File: src/rtl/tpu_ctrl_pkg.sv
// Shared types and field offsets for the TPU instruction sequencer.
// Offsets are relative to the control byte that sits above address/data.
package tpu_ctrl_pkg;

    typedef enum logic [1:0] {
        NONE    = 2'b00,
        INPUTS  = 2'b01,
        WEIGHTS = 2'b10,
        BIAS    = 2'b11
    } load_sel_e;

    typedef enum logic {
        IDLE  = 1'b0,
        ISSUE = 1'b1
    } seq_state_e;

    typedef struct packed {
        logic nn_start;
        logic accept_w;
        logic sw;
        logic ld_weights;
        logic ld_bias;
        logic ld_inputs;
    } strb_t;

    localparam int LD_OFF  = 0;
    localparam int ACT_OFF = 2;
    localparam int SW_OFF  = 4;
    localparam int ACC_OFF = 5;
    localparam int NN_OFF  = 6;
    localparam int BWD_OFF = 7;
    localparam int CTL_W   = 8;

    function automatic int ctl_lsb(input int data_w, input int addr_w);
        return data_w + addr_w;
    endfunction

    function automatic int rep_lsb(input int data_w, input int addr_w);
        return data_w + addr_w + CTL_W;
    endfunction

endpackage

File: src/rtl/instr_fifo.sv
// Synchronous FIFO with flush; DEPTH must be a power of two.
// A push is refused whenever full, regardless of a same-cycle pop.
module instr_fifo #(
    parameter int WIDTH = 8,
    parameter int DEPTH = 8
) (
    input  logic                       clk,
    input  logic                       rst,
    input  logic                       push_i,
    input  logic                       pop_i,
    input  logic                       flush_i,
    input  logic [WIDTH-1:0]           wdata_i,
    output logic [WIDTH-1:0]           rdata_o,
    output logic                       full_o,
    output logic                       empty_o,
    output logic [$clog2(DEPTH+1)-1:0] count_o
);

    localparam int PW = $clog2(DEPTH);
    localparam int CW = $clog2(DEPTH+1);

    logic [WIDTH-1:0] mem_q [DEPTH];
    logic [PW-1:0]    wptr_q, wptr_d;
    logic [PW-1:0]    rptr_q, rptr_d;
    logic [CW-1:0]    cnt_q, cnt_d;
    logic             do_push, do_pop;

    assign full_o  = (cnt_q == CW'(DEPTH));
    assign empty_o = (cnt_q == '0);
    assign count_o = cnt_q;
    assign rdata_o = mem_q[rptr_q];

    assign do_push = push_i && !full_o && !flush_i;
    assign do_pop  = pop_i && !empty_o && !flush_i;

    always_comb begin
        wptr_d = wptr_q;
        rptr_d = rptr_q;
        cnt_d  = cnt_q;
        if (flush_i) begin
            wptr_d = '0;
            rptr_d = '0;
            cnt_d  = '0;
        end else begin
            if (do_push) wptr_d = wptr_q + 1'b1;
            if (do_pop)  rptr_d = rptr_q + 1'b1;
            if (do_push && !do_pop) cnt_d = cnt_q + 1'b1;
            if (do_pop && !do_push) cnt_d = cnt_q - 1'b1;
        end
    end

    always_ff @(posedge clk) begin
        if (rst) begin
            wptr_q <= '0;
            rptr_q <= '0;
            cnt_q  <= '0;
        end else begin
            wptr_q <= wptr_d;
            rptr_q <= rptr_d;
            cnt_q  <= cnt_d;
        end
    end

    always_ff @(posedge clk) begin
        if (do_push) mem_q[wptr_q] <= wdata_i;
    end

endmodule

File: src/rtl/instr_sequencer.sv
// Buffers instruction words and issues each one repeat+1 times as
// registered control strobes and level fields, with stall and flush.
module instr_sequencer
    import tpu_ctrl_pkg::*;
#(
    parameter  int DATA_W  = 16,
    parameter  int ADDR_W  = 1,
    parameter  int REP_W   = 4,
    parameter  int DEPTH   = 8,
    localparam int INSTR_W = REP_W + 8 + ADDR_W + DATA_W
) (
    input  logic                       clk,
    input  logic                       rst,
    input  logic [INSTR_W-1:0]         instr_in,
    input  logic                       instr_valid,
    output logic                       instr_ready,
    input  logic                       stall,
    input  logic                       flush,
    output logic                       out_valid,
    output logic                       nn_start,
    output logic                       accept_w,
    output logic                       switch,
    output logic                       load_weights,
    output logic                       load_bias,
    output logic                       load_inputs,
    output logic [1:0]                 activation_datapath,
    output logic                       lr_is_backward,
    output logic [ADDR_W-1:0]          address,
    output logic [DATA_W-1:0]          data_in,
    output logic                       busy,
    output logic                       empty,
    output logic                       full,
    output logic [$clog2(DEPTH+1)-1:0] count
);

    localparam int CL = ctl_lsb(DATA_W, ADDR_W);
    localparam int RL = rep_lsb(DATA_W, ADDR_W);

    logic [INSTR_W-1:0] head;
    logic               push, pop;

    seq_state_e         state_q;
    logic [REP_W-1:0]   rep_cnt_q;
    strb_t              cur_strb_q;
    strb_t              out_strb_q;
    logic               out_valid_q;
    logic [1:0]         act_q;
    logic               bwd_q;
    logic [ADDR_W-1:0]  addr_q;
    logic [DATA_W-1:0]  data_q;

    function automatic strb_t decode(input logic [INSTR_W-1:0] w);
        strb_t s;
        s          = '0;
        s.nn_start = w[CL+NN_OFF];
        s.accept_w = w[CL+ACC_OFF];
        s.sw       = w[CL+SW_OFF];
        unique case (load_sel_e'(w[CL+LD_OFF +: 2]))
            NONE:    ;
            INPUTS:  s.ld_inputs  = 1'b1;
            WEIGHTS: s.ld_weights = 1'b1;
            BIAS:    s.ld_bias    = 1'b1;
        endcase
        return s;
    endfunction

    assign instr_ready = !full && !flush;
    assign push        = instr_valid && instr_ready;

    // Only a word with no remaining repeats may be replaced by the head.
    assign pop = !flush && !stall && !empty
              && (state_q == IDLE || rep_cnt_q == '0);

    instr_fifo #(
        .WIDTH (INSTR_W),
        .DEPTH (DEPTH)
    ) u_fifo (
        .clk     (clk),
        .rst     (rst),
        .push_i  (push),
        .pop_i   (pop),
        .flush_i (flush),
        .wdata_i (instr_in),
        .rdata_o (head),
        .full_o  (full),
        .empty_o (empty),
        .count_o (count)
    );

    always_ff @(posedge clk) begin
        if (rst) begin
            state_q     <= IDLE;
            rep_cnt_q   <= '0;
            cur_strb_q  <= '0;
            out_strb_q  <= '0;
            out_valid_q <= 1'b0;
            act_q       <= '0;
            bwd_q       <= 1'b0;
            addr_q      <= '0;
            data_q      <= '0;
        end else if (flush) begin
            state_q     <= IDLE;
            rep_cnt_q   <= '0;
            out_strb_q  <= '0;
            out_valid_q <= 1'b0;
        end else if (stall) begin
            out_strb_q  <= '0;
            out_valid_q <= 1'b0;
        end else if (pop) begin
            state_q     <= ISSUE;
            rep_cnt_q   <= head[RL +: REP_W];
            cur_strb_q  <= decode(head);
            out_strb_q  <= decode(head);
            out_valid_q <= 1'b1;
            act_q       <= head[CL+ACT_OFF +: 2];
            bwd_q       <= head[CL+BWD_OFF];
            addr_q      <= head[DATA_W +: ADDR_W];
            data_q      <= head[DATA_W-1:0];
        end else if (state_q == ISSUE && rep_cnt_q != '0) begin
            rep_cnt_q   <= rep_cnt_q - 1'b1;
            out_strb_q  <= cur_strb_q;
            out_valid_q <= 1'b1;
        end else begin
            state_q     <= IDLE;
            out_strb_q  <= '0;
            out_valid_q <= 1'b0;
        end
    end

    assign out_valid           = out_valid_q;
    assign nn_start            = out_strb_q.nn_start;
    assign accept_w            = out_strb_q.accept_w;
    assign switch              = out_strb_q.sw;
    assign load_weights        = out_strb_q.ld_weights;
    assign load_bias           = out_strb_q.ld_bias;
    assign load_inputs         = out_strb_q.ld_inputs;
    assign activation_datapath = act_q;
    assign lr_is_backward      = bwd_q;
    assign address             = addr_q;
    assign data_in             = data_q;
    assign busy                = (state_q == ISSUE);

endmodule

File: config.mk
export PLATFORM = sky130hd
export DESIGN_NAME = instr_sequencer
export DESIGN_NICKNAME = d
export VERILOG_FILES = /design/src/rtl/tpu_ctrl_pkg.sv /design/src/rtl/instr_fifo.sv /design/src/rtl/instr_sequencer.sv
export SDC_FILE = /design/constraint.sdc
export NUM_CORES = 1
export LEC_CHECK = 0
export ABC_AREA = 1
export ABC_CLOCK_PERIOD_IN_PS = 3200
export CORE_MARGIN = 1.5
export CORE_UTILIZATION = 40
export CTS_CLUSTER_DIAMETER = 100
export DETAILED_ROUTE_END_ITERATION = 16
export SKIP_LAST_GASP = 1
export SYNTH_ARGS = -nofsm -noshare
export SYNTH_HDL_FRONTEND = slang
export SYNTH_SLANG_ARGS = --single-unit
export TNS_END_PERCENT = 50
File: constraint.sdc
create_clock -name clk -period 3.2 [get_ports clk]
set_input_delay 0.64 -clock clk [delete_from_list [all_inputs] [get_ports clk]]
set_output_delay 0.64 -clock clk [all_outputs]
set_load 0.05 [all_outputs]
* After elaboration in Yosys (flattened, before gate mapping)
Memory sizes are Yosys's and may differ from the RTL's. A register that Yosys moved wholly into a read port is not among the register bits. Index checks and enable logic that the tools add are counted.
Word-level totals: register bits after elaboration 48, latch bits 0, RAM bits 232, ROM bits 0, bits of input ports 34, output and inout port bits 35, memories 1
Memories:
- u_fifo.mem_q | depth 8, width 29, read ports 1, clocked after memory_dff 1, write ports 1, RTL line instr_fifo.sv:22 | logic [WIDTH-1:0] mem_q [DEPTH];
Operators by class: add/subtract/negate cells 5, multipliers 0, div/mod/pow operators 0, order comparisons 0, equal/unequal tests 5, shift operators 0, multiplexer cells 17, bitwise operators 3, reduce and logical (&&, ||, !) cells 29
Operators by type and width (count):
- 2-to-1 mux 4 bit | 4
- logical AND 1 bit | 12
- 2-to-1 mux 6 bit | 2
- 2-to-1 mux 1 bit | 9
- zero test 4 bit | 2
- subtractor 4 x 1 -> 4 bit (second input constant) | 2
- adder 3 x 1 -> 3 bit (second input constant) | 2
- zero test 1 bit | 6
- 2-to-1 mux 3 bit | 2
- adder 4 x 1 -> 4 bit (second input constant) | 1
- equality test 2 bit (second input constant) | 2
- equality test 4 bit (second input constant) | 1
- AND reduction 2 bit | 2
- nonzero test 2 bit | 2
- nonzero test 4 bit | 1
- inverter 1 bit | 3
- AND reduction 3 bit | 1
- OR reduction 3 bit | 1
- equality test 2 x 1 -> 1 bit (second input constant) | 1
- inequality test 2 x 1 -> 1 bit (second input constant) | 1
- OR reduction 2 bit | 1
- logical OR 1 bit | 1

* Depth between registers and ports, before layout
Gate-level depths: netlist of the first run.
word-level depth 10, depth in mapped cells 13, mapped depth without buffers 12

* Hierarchy
From an unflattened synthesis of the first run, not the netlist that was laid out.
Second synthesis, totals: cells, all modules 951, area total of the unflattened synthesis 11292.1 µm²
Modules (own cells, without submodules):
- instr_fifo | times used 1, cells each 754, area an instance 9770.6 µm²
- instr_sequencer | times used 1, cells each 197, area an instance 1521.5 µm²

* Least setup slack after synthesis of the first run
No wires, ideal clock.
path type reg2reg, start reg u_fifo.cnt_q[1], in the netlist u_fifo.count_o[1], end mem u_fifo.mem_q[0][0] (netlist name), enable pin, library setup time 0.415 ns, data arrival time 2.650 ns, data required time 2.785 ns, path slack 0.135 ns, cell stages (with the launch flop) 9, path buffers 0, cell sequence dfxtp_1 -> nor2_1 -> inv_1 -> nor2_1 -> nand2_1 -> nand3_1 -> inv_1 -> nand2_1 -> nor2_1
On the way: longest elaborated chain between the ends 8
RTL lines:
- start: declaration | RTL line instr_fifo.sv:25 | logic [CW-1:0] cnt_q, cnt_d;
- start signal: assignment | RTL line instr_fifo.sv:60 | cnt_q <= cnt_d;
- equality test 4 bit * | RTL line instr_fifo.sv:28 | assign full_o = (cnt_q == CW'(DEPTH));
- zero test 1 bit * | RTL line instr_fifo.sv:33, instr_sequencer.sv:67
- logical AND 1 bit | RTL line instr_sequencer.sv:67 | assign instr_ready = !full && !flush;
- logical AND 1 bit | RTL line instr_sequencer.sv:68 | assign push = instr_valid && instr_ready;
- logical AND 1 bit * (2 in a row) | RTL line instr_fifo.sv:33 | assign do_push = push_i && !full_o && !flush_i;
- 2-to-1 mux 1 bit * | RTL line instr_fifo.sv:65 | if (do_push) mem_q[wptr_q] <= wdata_i;
- 2-to-1 mux 1 bit (implied by the code) * | RTL line instr_fifo.sv:65
- end: declaration | RTL line instr_fifo.sv:22
Mark *: on every way between the ends. The rest lies on a longest branch, timed or not.

* Final worst setup path of the first run
start reg u_fifo.cnt_q[1], in the netlist u_fifo.count_o[1], end out instr_ready
On the way: longest elaborated chain between the ends 3
RTL lines:
- equality test 4 bit | RTL line instr_fifo.sv:28
- zero test 1 bit | RTL line instr_sequencer.sv:67
- logical AND 1 bit | RTL line instr_sequencer.sv:67
- end: declaration | RTL line instr_sequencer.sv:16 | output logic instr_ready,
Every way passes these cells.

==> impl_metrics.csv, run 1 <==
group,metric,value,unit
clock_network,cts_tree,"done",
grt,grt-busiest-layer,"met2",
final_layout,nets,1048,
floorplanning,row_count,60,
route,drc,0,
synthesis,avgSynthCellArea,11.81,um2
worst_hold_path,hold_path.class,"reg -> reg",
final_layout,post-route-util,48.43,%
sta,max_freq,0.3588,GHz
critical_path,end_kind,"output port",
synthesis,synth_top_area_cell,"edfxtp_1",
synthesis,yosysWarningCount,0,
critical_path,crit_buf_inv,3,
critical_path,max_stage_delay,0.80,ns
route,via_count,6981,
sta,finalHoldViolCount,0,
sta,finClkSkew,0.01453,ns
route,drtPass1Iterations,4,
sta,hold_ws,0.4621,ns
critical_path,cpMostUsedCell,"nor2_1",
placed_design,dpl_cell_area,12260,um2
sta,setup_slack,0.4133,ns
synthesis,syn-num-nets,982,
clock_network,cts_sinks,283,
synthesis,yosys.cell_count.top_type,"edfxtp_1",
final_layout,final_cells,1403,
final_layout,drive_gt1_share,7.468,%
placed_design,place_congestion,0.7511,
synthesis,netlist_instances,942,
clock_network,ctsResizeCount,0,
synthesis,synth_ff_type,"edfxtp_1",
clock_network,cts_hold_buf,0,
synthesis,ys_seq_area_share,71.78,%
clock_network,cts_setup_buffers,0,
critical_path,start_kind,"flip-flop",
floorplanning,dieArea,28830,um2
run,max_cap_violations,0,
clock_network,cts_buffers,29,
critical_path,crit_slowest_cell,"clkdlybuf4s50_1",
status,status,"complete, no violations",
floorplanning,initial_core_util,41.06,%
synthesis,ys_types,26,
critical_path,crit_type,"reg -> out",
critical_path,worstPathArrival,2.15,ns
critical_path,crit_required,2.56,ns
clock_network,worst_skew_pair.late_latency,0.56,ns
grt,grt.met3_usage,2.379,%
sta,post-route-period-util,87.08,%
grt,grt_max_degree,117,
synthesis,syn-cell-area,11130,um2
grt,grt_pass1_vias,6542,
floorplanning,io_pins,69,
grt,grt_antenna_before_repair,0,
synthesis,netlist_top_cells_count,"edfxtp_1, nor2_1, o21ai_0",
clock_network,cts_root_buffer,"clkbuf_16",
sta,tns,0,ns
final_layout,final_design_area_no_fill,13130,um2
critical_path,crit_path_max_fanout,5,
grt,grt_use_total,16.28,%
grt,gr-usage-met1,22.30,%
route,viasPerCell,4.976,
sta,rsz0062_at_grt,"false",
clock_network,clk_pin_slew,0.06,ns
floorplanning,fp.coreArea,27100,um2
route,routed_wl,23390,um
power_and_ir_drop,ir_drop,395.9,uV
grt,grt_pass1_wl,36120,um
grt,globalRouteOverflowTotal,0,
sta,tightest_slew,1.097,ns
clock_network,h-tree-depth,1,
final_layout,nFillCells,2396,
route,wl_per_cell,16.67,um
synthesis,ys_ff_latch,283,
final_layout,area.growth.synth_to_final,17.94,%
floorplanning,die_w,169.8,um
sta,setup_violations,0,
floorplanning,die-height,169.8,um
synthesis,async_reset_ff_share,0,%
final_layout,diodes,0,
sta,maxSlewHeadroom,26.87,%
power_and_ir_drop,power_density,564.0,nW/um2
grt,grt_util_met2,27.19,%
critical_path,crit_family,"buffers and inverters",
placed_design,hpwl,12530,um
power_and_ir_drop,total_power,7.402,mW
route,ant_nets,0,
synthesis,synth_top_area_share,62.60,%
placed_design,pre_cts_slack,0.5491,ns
synthesis,ys_top_cells_by_area,"edfxtp_1, dfxtp_1, nor2_1",
sta,maxSlewViolCount,0,
placed_design,numPortBuffers,68,
power_and_ir_drop,leakagePower,4.465,nW
route,drt_iter0_markers,545,
critical_path,path_cells,"nor2_1, inv_1, nor2_1, nand2_1, inv_1, nor2_1, clkdlybuf4s50_1",
sta,post-route-min-period,2.787,ns
synthesis,synth_edf_count,232,
placed_design,dp.cells,1349,
clock_network,cts_max_path_buffers,3,
cell type report:
type	instances	area [um2]	share of cell area, %
flip-flops and latches	283	7993	60.90
clock inverters	15	80.08	0.6101
inverters	43	167.7	1.277
multi-input cells	563	2730	20.80
well taps	372	465.4	3.546
repair buffers	88	905.9	6.902
clock buffers	39	783.3	5.968
state kept, by name (all words and copies together), names as in the netlist, named ones only:
signal               flops
load_weights             1
load_inputs              1
cur_strb_q               6
switch                   1
busy                     1
data_in                 16
rep_cnt_q                4
activation_datapath      2
u_fifo.count_o           4
nn_start                 1
address                  1
u_fifo.rptr_q            3
u_fifo.mem_q           232
lr_is_backward           1
out_valid                1
load_bias                1
u_fifo.wptr_q            3
accept_w                 1
layer usage:
metal | share of wire (%) | up-vias
li1 | - | 3460
met2 | 47 | 176
met4 | 2.0 | 0
met1 | 46 | 3306
met3 | 5.2 | 39
met5 | 0 | -
worst paths after layout:
| path | from | end | slack, ns | cells past startpoint |
|---|---|---|---|---|
| setup reg to reg | u_fifo.count_o[1]$_SDFFE_PP0P_ | u_fifo.count_o[2]$_SDFFE_PP0P_ | 1.09 | 11 |
| hold reg to reg | cur_strb_q[2]$_SDFFE_PP0P_ | cur_strb_q[2]$_SDFFE_PP0P_ | 0.46 | 2 |
| hold / removal | cur_strb_q[2]$_SDFFE_PP0P_ | cur_strb_q[2]$_SDFFE_PP0P_ | 0.46 | 2 |
| setup / recovery | u_fifo.count_o[1]$_SDFFE_PP0P_ | instr_ready | 0.41 | 7 |
logic make-up (layout without fill, tap and decap cells):
logic type                 count (synthesis)  in the layout  share of synthesized area [%]
AOI/OAI and AO/OA                        226            226                          11.18
xor gates and xnor gates                   7              7                         0.5509
buffers and inverters                     96            185                          4.227
adders and majority gates                  6              6                         0.6746
DFF                                      283            283                          71.78
and+or+nand+nor                          324            324                          11.59
cells in the final DEF (no fill, tap or decap), types with 7 or more instances in the layout:
cell	synthesis	routed
edfxtp_1	232	232
nor2_1	195	187
o21ai_0	130	130
nand2_1	85	85
clkdlybuf4s50_1	0	68
a21oi_1	49	49
dfxtp_1	51	49
o211ai_1	44	44
inv_1	40	40
nand3_1	37	37
clkbuf_16	0	29
buf_4	6	14
nor2_4	0	8
clkbuf_1	25	8
clkinv_1	0	8
clkinv_2	1	7
xor2_1	7	7
tightest hold or removal path, delay by kind of cell (launching register included):
kind,cells,cell delay [ns]
and+or+nand+nor,1,0.06
DFF,1,0.30
AOI/OAI and AO/OA,1,0.05
report_power, final:
part	switching, mW	leakage [nW]	total [mW]	internal, mW
logic	0.202	1.53	0.308	0.105
clock network	1.35	0.427	3.06	1.71
registers	0.0140	2.51	4.03	4.02
total	1.56	4.47	7.40	5.84
Power figures use the tool's default switching activity.
==> run 2, diff against run 1 <==
Settings changed: GPL_ROUTABILITY_DRIVEN set to 0.
==> results of run 2 <==
Same layout as run 1: the final DEF is identical, and so are final timing and power.
